[src/rtl/pipe_pkg.sv]
// pipe_pkg: constants and types shared by the pipeline stages.
//   XLEN          : datapath width
//   NOP_INST      : addi x0,x0,0. IF/ID and ID/EX use the same word for bubbles.
//   PC_STEP       : byte distance between two consecutive instruction words
//   fetch_state_e : fetch FSM states
//                   FETCH : a request is on the bus
//                   HOLD  : a response was taken during a stall and sits in the buffer
package pipe_pkg;

  localparam int XLEN = 32;

  localparam logic [XLEN-1:0] NOP_INST = 32'h0000_0013;
  localparam logic [XLEN-1:0] PC_STEP  = 32'd4;

  typedef enum logic [0:0] {
    FETCH = 1'b0,
    HOLD  = 1'b1
  } fetch_state_e;

endpackage

[src/rtl/if_fetch_if.sv]
// if_fetch_if: instruction-memory read bus between the fetch stage and imem.
//   imem_req   : read request valid (fetch -> mem)
//   imem_addr  : word-aligned read address (fetch -> mem)
//   imem_ready : imem_rdata is valid. A transfer completes when req && ready (mem -> fetch)
//   imem_rdata : instruction word (mem -> fetch)
// Modports:
//   master : the fetch side
//   slave  : the memory side
interface if_fetch_if;
  import pipe_pkg::*;

  logic            imem_req;
  logic [XLEN-1:0] imem_addr;
  logic            imem_ready;
  logic [XLEN-1:0] imem_rdata;

  modport master (
    output imem_req,
    output imem_addr,
    input  imem_ready,
    input  imem_rdata
  );

  modport slave (
    input  imem_req,
    input  imem_addr,
    output imem_ready,
    output imem_rdata
  );

endinterface

[src/rtl/pc_gen.sv]
// pc_gen: program counter register.
//   clk     : pipeline clock
//   rst_n   : asynchronous active-low reset. Loads RESET_PC.
//   advance : step the PC by PC_STEP (modulo 2^XLEN)
//   load    : take load_pc with bits [1:0] cleared. Wins over advance.
//   load_pc : redirect target
//   pc_q    : current fetch address
module pc_gen
  import pipe_pkg::*;
#(
  parameter logic [XLEN-1:0] RESET_PC = 32'h0000_0000
) (
  input  logic            clk,
  input  logic            rst_n,
  input  logic            advance,
  input  logic            load,
  input  logic [XLEN-1:0] load_pc,
  output logic [XLEN-1:0] pc_q
);

  // Targets are forced onto a word boundary. Low address bits from EX are ignored.
  localparam logic [XLEN-1:0] WORD_MASK = ~(PC_STEP - 32'd1);

  always_ff @(posedge clk or negedge rst_n) begin
    if (!rst_n) begin
      pc_q <= RESET_PC;
    end else if (load) begin
      pc_q <= load_pc & WORD_MASK;
    end else if (advance) begin
      // Wraps from FFFF_FFFC to 0000_0000 with no flag.
      pc_q <= pc_q + PC_STEP;
    end
  end

endmodule

[src/rtl/if_fetch.sv]
// if_fetch: instruction-fetch stage.
// It owns the PC, reads instruction words over the imem bus, and feeds the
// pc/instruction pair into the IF/ID register.
//   clk            : pipeline clock, rising edge
//   rst_n          : asynchronous active-low reset
//   imem           : instruction-memory bus (master side)
//   stall          : hazard unit asks fetch to hold its outputs and the PC
//   redirect_valid : EX has a taken branch or jump this cycle
//   redirect_pc    : redirect target. Bits [1:0] are ignored.
//   out_valid      : out_pc/out_inst hold a real instruction
//   out_pc         : pc of the delivered instruction (0 on bubbles)
//   out_inst       : delivered instruction (NOP_INST on bubbles)
module if_fetch
  import pipe_pkg::*;
#(
  parameter logic [XLEN-1:0] RESET_PC = 32'h0000_0000
) (
  input  logic            clk,
  input  logic            rst_n,
  if_fetch_if.master      imem,
  input  logic            stall,
  input  logic            redirect_valid,
  input  logic [XLEN-1:0] redirect_pc,
  output logic            out_valid,
  output logic [XLEN-1:0] out_pc,
  output logic [XLEN-1:0] out_inst
);

  fetch_state_e    state_q;
  logic [XLEN-1:0] pc_q;
  logic [XLEN-1:0] buf_inst;
  logic            pc_advance;

  // The request depends only on state and reset, never on this cycle's inputs.
  // While in reset no request is shown, so a response that arrives then is dropped.
  assign imem.imem_req  = rst_n && (state_q == FETCH);
  assign imem.imem_addr = pc_q;

  // The PC steps exactly when an instruction moves onto out_*. That is either a
  // direct response in FETCH or the buffered word in HOLD. A redirect overrides both.
  assign pc_advance = !redirect_valid && !stall &&
                      ((state_q == HOLD) || imem.imem_ready);

  pc_gen #(
    .RESET_PC (RESET_PC)
  ) u_pc_gen (
    .clk     (clk),
    .rst_n   (rst_n),
    .advance (pc_advance),
    .load    (redirect_valid),
    .load_pc (redirect_pc),
    .pc_q    (pc_q)
  );

  always_ff @(posedge clk or negedge rst_n) begin
    if (!rst_n) begin
      state_q   <= FETCH;
      buf_inst  <= NOP_INST;
      out_valid <= 1'b0;
      out_pc    <= '0;
      out_inst  <= NOP_INST;
    end else begin
      case (state_q)
        FETCH: begin
          if (redirect_valid) begin
            // A same-cycle response belongs to the wrong path, so it is discarded.
            out_valid <= 1'b0;
            out_pc    <= '0;
            out_inst  <= NOP_INST;
          end else if (imem.imem_ready && !stall) begin
            out_valid <= 1'b1;
            out_pc    <= pc_q;
            out_inst  <= imem.imem_rdata;
          end else if (imem.imem_ready) begin
            // The response came in while stalled. Keep it so it is not lost,
            // and stop requesting until the stall clears.
            buf_inst <= imem.imem_rdata;
            state_q  <= HOLD;
          end else if (!stall) begin
            out_valid <= 1'b0;
            out_pc    <= '0;
            out_inst  <= NOP_INST;
          end
        end
        HOLD: begin
          if (redirect_valid) begin
            buf_inst  <= NOP_INST;
            out_valid <= 1'b0;
            out_pc    <= '0;
            out_inst  <= NOP_INST;
            state_q   <= FETCH;
          end else if (!stall) begin
            out_valid <= 1'b1;
            out_pc    <= pc_q;
            out_inst  <= buf_inst;
            state_q   <= FETCH;
          end
        end
        default: begin
          state_q <= FETCH;
        end
      endcase
    end
  end

endmodule

[src/flat_wrapper.sv]
// flat-port wrapper written by rule: the top's interface ports become plain ports
module if_fetch_flat import pipe_pkg::*;
#(
  parameter logic [XLEN-1:0] RESET_PC = 32'h0000_0000
)
  (clk, rst_n, stall, redirect_valid, redirect_pc, out_valid, out_pc, out_inst, imem_imem_req, imem_imem_addr, imem_imem_ready, imem_imem_rdata);
  if_fetch_if imem_i ();
  input  logic clk;
  input  logic rst_n;
  input  logic stall;
  input  logic redirect_valid;
  input  logic [XLEN-1:0] redirect_pc;
  output logic out_valid;
  output logic [XLEN-1:0] out_pc;
  output logic [XLEN-1:0] out_inst;
  output wire logic [$bits(imem_i.imem_req)-1:0] imem_imem_req;
  output wire logic [$bits(imem_i.imem_addr)-1:0] imem_imem_addr;
  input wire logic [$bits(imem_i.imem_ready)-1:0] imem_imem_ready;
  input wire logic [$bits(imem_i.imem_rdata)-1:0] imem_imem_rdata;
  assign imem_imem_req = imem_i.imem_req;
  assign imem_imem_addr = imem_i.imem_addr;
  assign imem_i.imem_ready = imem_imem_ready;
  assign imem_i.imem_rdata = imem_imem_rdata;
  if_fetch #(.RESET_PC(RESET_PC)) u_core (.clk(clk), .rst_n(rst_n), .imem(imem_i), .stall(stall), .redirect_valid(redirect_valid), .redirect_pc(redirect_pc), .out_valid(out_valid), .out_pc(out_pc), .out_inst(out_inst));
endmodule
[config.mk]
export PLATFORM = sky130hd
export DESIGN_NAME = if_fetch_flat
export DESIGN_NICKNAME = d
export VERILOG_FILES = /design/src/rtl/pipe_pkg.sv /design/src/rtl/if_fetch_if.sv /design/src/rtl/pc_gen.sv /design/src/rtl/if_fetch.sv /design/src/flat_wrapper.sv
export SDC_FILE = /design/constraint.sdc
export NUM_CORES = 1
export LEC_CHECK = 0
export CORE_UTILIZATION = 45
export CTS_BUF_LIST = sky130_fd_sc_hd__clkbuf_8
export DETAILED_ROUTE_END_ITERATION = 10
export GPL_TIMING_DRIVEN = 0
export HOLD_SLACK_MARGIN = 0.06
export PLACE_DENSITY = 0.89
export SLEW_MARGIN = 20
export SYNTH_ARGS = -nofsm -noshare
export SYNTH_HDL_FRONTEND = slang
export SYNTH_HIERARCHICAL = 1
export SYNTH_SLANG_ARGS = --single-unit
[constraint.sdc]
create_clock -name clk -period 2.2 [get_ports clk]
set_input_delay 0.66 -clock clk [delete_from_list [all_inputs] [get_ports clk]]
set_output_delay 0.66 -clock clk [all_outputs]
set_load 0.02 [all_outputs]
==> results.cfg, run 1 <==
[timing]
slew_headroom_pct = 61.0
skew_ns = 0.00646
fin_crit_sh_pct = 98.5
finalHoldViolCount = 0
clock.fmax_ghz = 0.461
tightest_slew_ns = 0.585
rsz0062_at_grt = true
tns_ns = 0
finalSetupViolCount = 0
finalCriticalPeriod_ns = 2.17
maxSlewViolCount = 0
fin_hold_ws_ns = 0.0833

[clocking]
htree_num_levels = 4
cts-buffers-inserted = 17
cts_sinks = 128
cts_root_buf = clkbuf_8
path_clk_slew_ns = 0.08
clkLatencyLatePin_ns = 0.45
clockBufferDepth = 2
cts_tree = yes

[cells_and_area]
drive_gt1_share_pct = 14.0
fin_util_pct = 65.9
syn2layout_area_growth_pct = 40.0
layout_common_cells = 124 x clkdlybuf4s50_1, 120 x dfrtp_1, 32 x a22o_1
layout_commonest_cell = clkdlybuf4s50_1
fin_nets = 805
diodes = 0
fin_cells = 920

[job]
drv_cap = 0

[power]
ir_worst_vdd_mv = 0.442
power_density_nw_per_um2 = 745
leakage_nw = 3.65

[global_route]
antenna_found_initial = 0
grt_pass1_wl_um = 28200
track_usage_pct = 25.7
grt_max_degree = 67
grt_pass1_vias = 5532
grt-ovfl-total = 0

[place]
dp.cells = 876
dp_hpwl_um = 12000
port_buffers = 162
gp_congestion = 0.884

[die]
dieHeight_um = 118
rows = 41
boundaryPins = 167
dieArea_um2 = 13900
initial_utilization_pct = 47.1
die_w_um = 118
core_um2 = 12800

[detailed_routing]
first_pass_iters = 5
detailedRoute.firstIterationViolations = 390
drt-total-wl_um = 17200
drc = 0
vias = 5379
detail-route-antenna-nets = 0
viasPerCell = 5.85
drt-wirelength-per-cell_um = 18.7

[synth]
post_synth.cell_area_avg_um2 = 11.2
yosysWarnings = 6
syn_area_um2 = 6040
ys_seq_area_share_pct = 53.2
synth_flop_cell = dfrtp_1
synth_cell_types = 43
syn_inst = 540
synth-edff-count = 0
synth-seq-cells = 128
async_flop_share_pct = 100

[critical_path]
cp.required_ns = 2.57
arrival_ns = 2.54
end_kind = flip-flop
crit_type = in2reg
crit_fanout = 4
start_kind = primary input

[min_path]
hold_path_class = in2async

[outcome]
status = finished clean
routing by layer:
layer,vias up,wire length (µm),GRT usage (%)
met5,-,0,0
met4,0,331,10.7
met3,33,1380,7.46
met2,276,8400,42.5
met1,2643,7130,31.3
li1,2427,-,-
cell type report:
type | count | area (µm²)
Buffer | 47 | 307
Timing Repair Buffer | 176 | 1710
Sequential cell | 128 | 3210
Clock buffer | 18 | 248
Fill cell | 942 | 4370
Clock inverter | 14 | 189
Inverter | 8 | 30.0
Multi-Input combinational cell | 357 | 2540
Tap cell | 172 | 215
power by group:
group	internal, mW	switching, mW
combinational	0.574	0.623
clock	1.26	0.963
sequential	2.62	0.256
synth_stat cells (2+ instances only):
cell type | instances | share of area, %
dfrtp_1 | 122 | 51
nor3_1 | 31 | 2.6
a31oi_1 | 16 | 1.7
buf_2 | 21 | 1.7
buf_4 | 3 | 0.37
and3_1 | 4 | 0.41
nand3_1 | 9 | 0.75
o2bb2ai_1 | 29 | 4.2
mux2i_1 | 30 | 5.0
a221oi_1 | 29 | 4.2
nand2_1 | 24 | 1.5
xnor2_1 | 7 | 1.0
nor2_1 | 24 | 1.5
xor2_1 | 6 | 0.87
buf_8 | 2 | 0.50
nor2b_1 | 32 | 3.3
a221oi_2 | 3 | 0.75
clkbuf_1 | 16 | 1.0
nor4_1 | 2 | 0.21
a21oi_1 | 3 | 0.25
and4_1 | 4 | 0.58
buf_6 | 6 | 1.1
inv_1 | 8 | 0.50
or4_1 | 12 | 1.5
nand4_1 | 9 | 0.93
dfstp_2 | 6 | 2.6
o21ai_0 | 21 | 1.7
o31ai_1 | 12 | 1.5
a22o_1 | 32 | 4.6
o22ai_1 | 3 | 0.31
or3_1 | 2 | 0.21
worst max-delay path: stages:
cell and delay (ns):
clkbuf_2 0.11, buf_8 0.12, nor3_4 0.21, buf_6 0.14, and4_1 0.21, buf_6 0.11
nand4_1 0.17, buf_4 0.20, or4_4 0.41, a31oi_1 0.19
final timing paths:
path                                    startpoint  slack [ns]                        to  cells after the start
worst max register to register      u_core/state_q        0.08  u_core/u_pc_gen/pc_q[23]                      9
max in group asynchronous                    rst_n        1.47   u_core/u_pc_gen/pc_q[9]                      2
worst max-delay path                redirect_valid        0.03  u_core/u_pc_gen/pc_q[23]                     10
min in group clk                u_core/buf_inst[4]        0.48        u_core/buf_inst[4]                      2
worst min-delay path                         rst_n        0.08       u_core/out_inst[23]                      1
worst min register to register  u_core/buf_inst[4]        0.48        u_core/buf_inst[4]                      2
flip-flops by register name (all words and copies together) (netlist names):
register              cells
u_core/buf_inst          32
u_core/out_inst          32
u_core/out_pc            32
u_core/u_pc_gen/pc_q     30
u_core/out_valid          1
u_core/state_q            1
cells by family (layout without fill, tap and decap cells):
kind of cell | count (synthesis) | count (layout) | share of synthesized area [%]
AOI/OAI and AO/OA | 150 | 150 | 19.5
and+or+nand+nor | 161 | 161 | 14.9
muxes | 30 | 30 | 4.98
buffers and inverters | 56 | 263 | 5.22
adders and majority gates | 1 | 1 | 0.207
DFF | 128 | 128 | 53.2
xor gates and xnor gates | 13 | 13 | 1.89
other | 1 | 2 | 0.0621
per-stage QoR:
stage | worst slack (ns) | power [mW] | instance area, µm²
CTS | 0.00241 | 6.31 | 8440
finish | 0.0329 | 6.29 | 8450
global placement | -4.70 | 4.05 | 7910
global route | -0.0369 | 6.56 | 8450
floorplan | -0.183 | 3.50 | 6070
detailed placement | -1.12 | 4.12 | 7940
timing repair:
action / CTS / global route
hold endpoints to repair: 0 / 0
gates resized for setup: 46 / 12
hold buffers: 0 / 0
pin swaps: 3 / 4
gates cloned: 1 / 0
setup endpoints to repair: 56 / 20
setup buffers: 11 / 1
Note: power is estimated with default switching activity, not from simulation.
==> inputs of run 2 (changes only) <==
--- a/config.mk
+++ b/config.mk
@@ -5,14 +5,16 @@
 export SDC_FILE = /design/constraint.sdc
 export NUM_CORES = 1
 export LEC_CHECK = 0
-export CORE_UTILIZATION = 45
+export CORE_ASPECT_RATIO = 1.5
+export CORE_UTILIZATION = 54
 export CTS_BUF_LIST = sky130_fd_sc_hd__clkbuf_8
 export DETAILED_ROUTE_END_ITERATION = 10
 export GPL_TIMING_DRIVEN = 0
 export HOLD_SLACK_MARGIN = 0.06
-export PLACE_DENSITY = 0.89
+export PLACE_DENSITY = 0.95
 export SLEW_MARGIN = 20
 export SYNTH_ARGS = -nofsm -noshare
 export SYNTH_HDL_FRONTEND = slang
 export SYNTH_HIERARCHICAL = 1
 export SYNTH_SLANG_ARGS = --single-unit
+export TNS_END_PERCENT = 50
==> constraint.sdc (replaced) <==
create_clock -name clk -period 2.6 [get_ports clk]
set_input_delay 0.78 -clock clk [delete_from_list [all_inputs] [get_ports clk]]
set_output_delay 0.78 -clock clk [all_outputs]
set_load 0.02 [all_outputs]
==> results.cfg, run 2 (synthesis gave the netlist of run 1 again) <==
[die]
rows = 46
dieHeight_um = 131
boundaryPins = 167
initial_utilization_pct = 56.4
die_w_um = 88.3
dieArea_um2 = 11600
core_um2 = 10700

[critical_path]
path_cells = dlygate4sd2_1 > buf_6 > nor3_4 > buf_6 > and4_1 > buf_4 > nand4_1 > or4_1 > a31oi_1
arrival_ns = 2.95
crit_slowest_cell = or4_1
ff2ff_path_depth = 8
r2r_setup_slack_ns = 0.27
end_kind = flip-flop
cp_common_cell = buf_6
crit_fanout = 9
crit_type = in2reg
cp.required_ns = 2.95
start_kind = primary input
cp_slowest_stage_delay_ns = 0.60

[power]
leakage_nw = 3.62
combPwrFrac_pct = 20.5
power_switching_mw = 1.49
p_total_mw = 5.23
p_seq_share_pct = 46.6
ir_worst_vdd_mv = 0.351
pwr-share-clk_pct = 33.0
power_density_nw_per_um2 = 621
switching_share_pct = 28.5
internal_power_mw = 3.74

[outcome]
status = finished with violations
violations = negative setup slack

[place]
dp.cells = 848
place_area_um2 = 7880
dp_hpwl_um = 12600
port_buffers = 162
gp_congestion = 0.883

[clocking]
cts_tree = yes
clkLatencyLatePin_ns = 0.43
cts_sinks = 128
clockBufferDepth = 2
cts_hold_buffers = 0
path_clk_slew_ns = 0.07
cts-buffers-inserted = 17
cts_root_buf = clkbuf_8
htree_num_levels = 4

[timing]
worst_slack_ns = -0.000294
fin_crit_sh_pct = 100
tns_ns = -0.000294
rsz0062_at_grt = true
maxSlewViolCount = 0
skew_ns = 0.00777
tightest_slew_ns = 0.510
slew_headroom_pct = 66.0
clock.fmax_ghz = 0.385
finalSetupViolCount = 1
finalHoldViolCount = 0
finalCriticalPeriod_ns = 2.60

[cells_and_area]
fin_util_pct = 78.6
fin_cells = 883
diodes = 0
final_area_um2 = 8420
fillCellCount = 644
top_regs = u_core/buf_inst x32, u_core/out_inst x32, u_core/out_pc x32
fin_nets = 799
drive_gt1_share_pct = 11.4
layout_common_cells = 157 x clkdlybuf4s50_1, 122 x dfrtp_1, 32 x nor2b_1, 32 x a22o_1, 31 x nor3_1
layout_commonest_cell = clkdlybuf4s50_1
syn2layout_area_growth_pct = 39.4

[global_route]
grt-ovfl-total = 0
antenna_found_initial = 0
grt_pass1_wl_um = 28800
grt_pass1_vias = 5812
grt_max_degree = 51
track_usage_pct = 32.5

[job]
drv_cap = 0

[min_path]
hold_path_class = in2async

[detailed_routing]
viasPerCell = 6.23
drt-wirelength-per-cell_um = 20.8
first_pass_iters = 6
drt-total-wl_um = 18400
detail-route-antenna-nets = 0
vias = 5505
detailedRoute.firstIterationViolations = 363
drc = 0
==> run 2: changes by cell type in the layout (fill, tap and decap cells not counted), moves of 2 or more <==
cell	before	now
buf_2	20	18
buf_4	16	8
bufbuf_16	0	2
clkbuf_2	2	0
clkbuf_8	18	20
clkdlybuf4s50_1	124	157
clkinvlp_4	6	0
dfrtp_1	120	122
dfrtp_2	2	0
dlygate4sd2_1	30	4
dlymetal6s2s_1	3	0
inv_1	8	10
==> run 2: path summary, 6_finish.rpt <==
path                                  startpoint                       end
worst max-delay path              redirect_valid  u_core/u_pc_gen/pc_q[21]
worst min-delay path                       rst_n   u_core/u_pc_gen/pc_q[6]
worst max register to register    u_core/state_q  u_core/u_pc_gen/pc_q[21]
worst min register to register  u_core/out_valid          u_core/out_valid
max in group asynchronous                  rst_n            u_core/state_q
min in group clk                u_core/out_valid          u_core/out_valid
==> run 2: metal layers <==
metal | vias up | routed length (µm) | track usage, %
li1 | 2422 | - | -
met1 | 2661 | 6620 | 35.7
met2 | 366 | 9540 | 55.0
met3 | 56 | 1590 | 9.99
met4 | 0 | 620 | 16.8
met5 | - | 0 | 0
==> run 2: worst max-delay path, delay by kind of cell <==
family | cells | cell delay (ns)
simple gates | 4 | 1.25
buf+inv | 4 | 0.72
compound gates | 1 | 0.19
==> run 2: through the flow <==
step | hold slack (ns) | setup slack [ns]
after detailed placement | 0.474 | -0.996
after global routing | 0.147 | -0.0200
after CTS | 0.190 | 0.0328
final | 0.169 | -0.000294
after floorplan | 0.463 | 0.00391
after global placement | 0.464 | -4.52
==> run 2: final cells by class <==
class                   instances  area, µm²  share of cell area, %
plain buffers                  47        297                   3.52
clock buffers                  20        275                   3.27
clock inverters                 9        118                   1.40
inverters                       8       30.0                  0.357
multi-input cells             357       2520                   30.0
flip-flops and latches        128       3210                   38.2
well taps                     144        180                   2.14
repair buffers                170       1780                   21.2
==> run 2: what timing repair did <==
action | in CTS | in global routing
resized for setup | 11 | 1
cloned | 2 | 1
pin swaps | 4 | 0
setup endpoints to repair | 21 | 2
buffers inserted | 4 | 0
==> run 2: power groups by stage <==
| stage | Combinational, mW | Clock (mW) | Sequential, mW |
|---|---|---|---|
| 5_1_grt | 1.14 | 1.84 | 2.46 |
| 3_5_place_dp | 1.03 | 0 | 2.46 |
| 6_report | 1.07 | 1.72 | 2.43 |
| 3_3_place_gp | 0.986 | 0 | 2.44 |
| 4_1_cts | 1.06 | 1.75 | 2.42 |
| 2_1_floorplan | 0.424 | 0 | 2.53 |
==> inputs of run 3 (changes only) <==
--- a/config.mk
+++ b/config.mk
@@ -5,6 +5,7 @@
 export SDC_FILE = /design/constraint.sdc
 export NUM_CORES = 1
 export LEC_CHECK = 0
+export CAP_MARGIN = 40
 export CORE_ASPECT_RATIO = 1.5
 export CORE_UTILIZATION = 54
 export CTS_BUF_LIST = sky130_fd_sc_hd__clkbuf_8
==> results.cfg, run 3 (synthesis gave the netlist of run 1 again) <==
[critical_path]
path_cells = dlygate4sd2_1 > buf_6 > nor3_4 > buf_6 > and4_1 > buf_4 > nand4_1 > or4_1 > a31oi_1
r2r_start = u_core/state_q
start_kind = primary input
crit_slowest_cell = or4_1
cp.required_ns = 2.95
ff2ff_path_depth = 8
r2r_setup_slack_ns = 0.27
end_kind = flip-flop
arrival_ns = 2.95
worst-path-stages = 9
cp_num_buf_inv = 4
critPathTopFamily = simple AND/OR/NAND/NOR gates
cp_common_cell = buf_6
reg2reg_to = u_core/u_pc_gen/pc_q[21]
cp_slowest_stage_delay_ns = 0.60
crit_type = in2reg
crit_fanout = 9

[place]
port_buffers = 162
place_ws_ns = -0.996
dp_hpwl_um = 12600
gp_congestion = 0.883
place_area_um2 = 7880

[timing]
clock.fmax_ghz = 0.385
skew_ns = 0.00777
tightest_slew_ns = 0.510
finalSetupViolCount = 1
slew_headroom_pct = 66.0
worst_slack_ns = -0.000294
maxSlewViolCount = 0
finalCriticalPeriod_ns = 2.60
rsz0062_at_grt = true
finalHoldViolCount = 0
fin_crit_sh_pct = 100

[cells_and_area]
layout_common_cells = 157 x clkdlybuf4s50_1, 122 x dfrtp_1, 32 x nor2b_1, 32 x a22o_1, 31 x nor3_1
fin_nets = 799
layout_commonest_cell = clkdlybuf4s50_1
top_regs = u_core/buf_inst x32, u_core/out_inst x32, u_core/out_pc x32
diodes = 0
fin_util_pct = 78.6
drive_gt1_share_pct = 11.4
final_area_um2 = 8420
syn2layout_area_growth_pct = 39.4

[clocking]
cts_tree = yes
clockBufferDepth = 2
clkLatencyLatePin_ns = 0.43
path_clk_slew_ns = 0.07
cts_sinks = 128
cts-buffers-inserted = 17
htree_num_levels = 4
cts_root_buf = clkbuf_8
cts_hold_buffers = 0

[detailed_routing]
drt-wirelength-per-cell_um = 20.8
viasPerCell = 6.23
detail-route-antenna-nets = 0
first_pass_iters = 6
vias = 5505
drt-total-wl_um = 18400
detailedRoute.firstIterationViolations = 363
drc = 0

[global_route]
grt_pass1_vias = 5812
grt_pass1_wl_um = 28800
grt_max_degree = 51
grt-ovfl-total = 0
antenna_found_initial = 0
track_usage_pct = 32.5

[die]
dieHeight_um = 131
initial_utilization_pct = 56.4
die_w_um = 88.3
boundaryPins = 167
dieArea_um2 = 11600
rows = 46
core_um2 = 10700

[min_path]
hold_path_class = in2async

[power]
ir_worst_vdd_mv = 0.351
power_density_nw_per_um2 = 621
leakage_nw = 3.62
p_total_mw = 5.23

[outcome]
status = finished with violations
violations = negative setup slack

[job]
drv_cap = 0
run 3: cell counts in the layout (fill, tap and decap cells not counted):
Identical to the previous run, type by type.
run 3: what timing repair did:
| action | 4_1_cts | 5_1_grt |
|---|---|---|
| endpoints found under the hold margin | 0 | 0 |
| buffers inserted | 4 | 0 |
| gates resized for setup | 11 | 1 |
| pin swaps | 4 | 0 |
| gates cloned | 2 | 1 |
| endpoints found under the setup margin | 21 | 2 |
run 3: report_power, final:
part	switching, mW	leakage [nW]	internal, mW
combinational	0.544	1.84	0.526
sequential	0.216	1.56	2.22
clock	0.727	0.212	0.995
total	1.49	3.62	3.74
run 3: worst max path at each step:
stage	start	to	slack [ns]
after floorplan	redirect_valid	u_core/u_pc_gen/pc_q[20]	0.004
after global placement	rst_n	imem_imem_req	-4.52
after detailed placement	redirect_valid	u_core/u_pc_gen/pc_q[27]	-1.0
after CTS	rst_n	imem_imem_req	0.03
after global routing	imem_imem_ready	u_core/u_pc_gen/pc_q[27]	-0.02
final	redirect_valid	u_core/u_pc_gen/pc_q[21]	-0.0003
run 3: through the flow:
stage,setup TNS [ns],hold WS (ns),cells
after floorplan,0,0.463,541
after global placement,-532.07,0.464,847
after detailed placement,-19.92,0.474,848
after CTS,0,0.190,882
after global routing,-0.0308,0.147,883
final,-0.000294,0.169,883
run 3: worst reg2reg max path, cell delays in order, from the launching register on:
cell and delay (ns):
dfrtp_1 0.37, nor2_1 0.10, nor3_4 0.21, buf_6 0.13, and4_1 0.20, buf_4 0.15
nand4_1 0.29, or4_1 0.60, a31oi_1 0.19
run 3: area by class of cell:
cell class / instances / area [µm²]
flip-flops and latches: 128 / 3210
multi-input cells: 357 / 2520
well taps: 144 / 180
clock buffers: 20 / 275
repair buffers: 170 / 1780
plain buffers: 47 / 297
inverters: 8 / 30.0
clock inverters: 9 / 118
fillers: 644 / 2290
run 3: routing by layer:
| metal | up-vias | global-route usage, % | share of wire (%) | wire length, µm |
|---|---|---|---|---|
| met2 | 366 | 55.0 | 52 | 9540 |
| li1 | 2422 | - | - | - |
| met4 | 0 | 16.8 | 3.4 | 620 |
| met3 | 56 | 9.99 | 8.7 | 1590 |
| met5 | - | 0 | 0 | 0 |
| met1 | 2661 | 35.7 | 36 | 6620 |
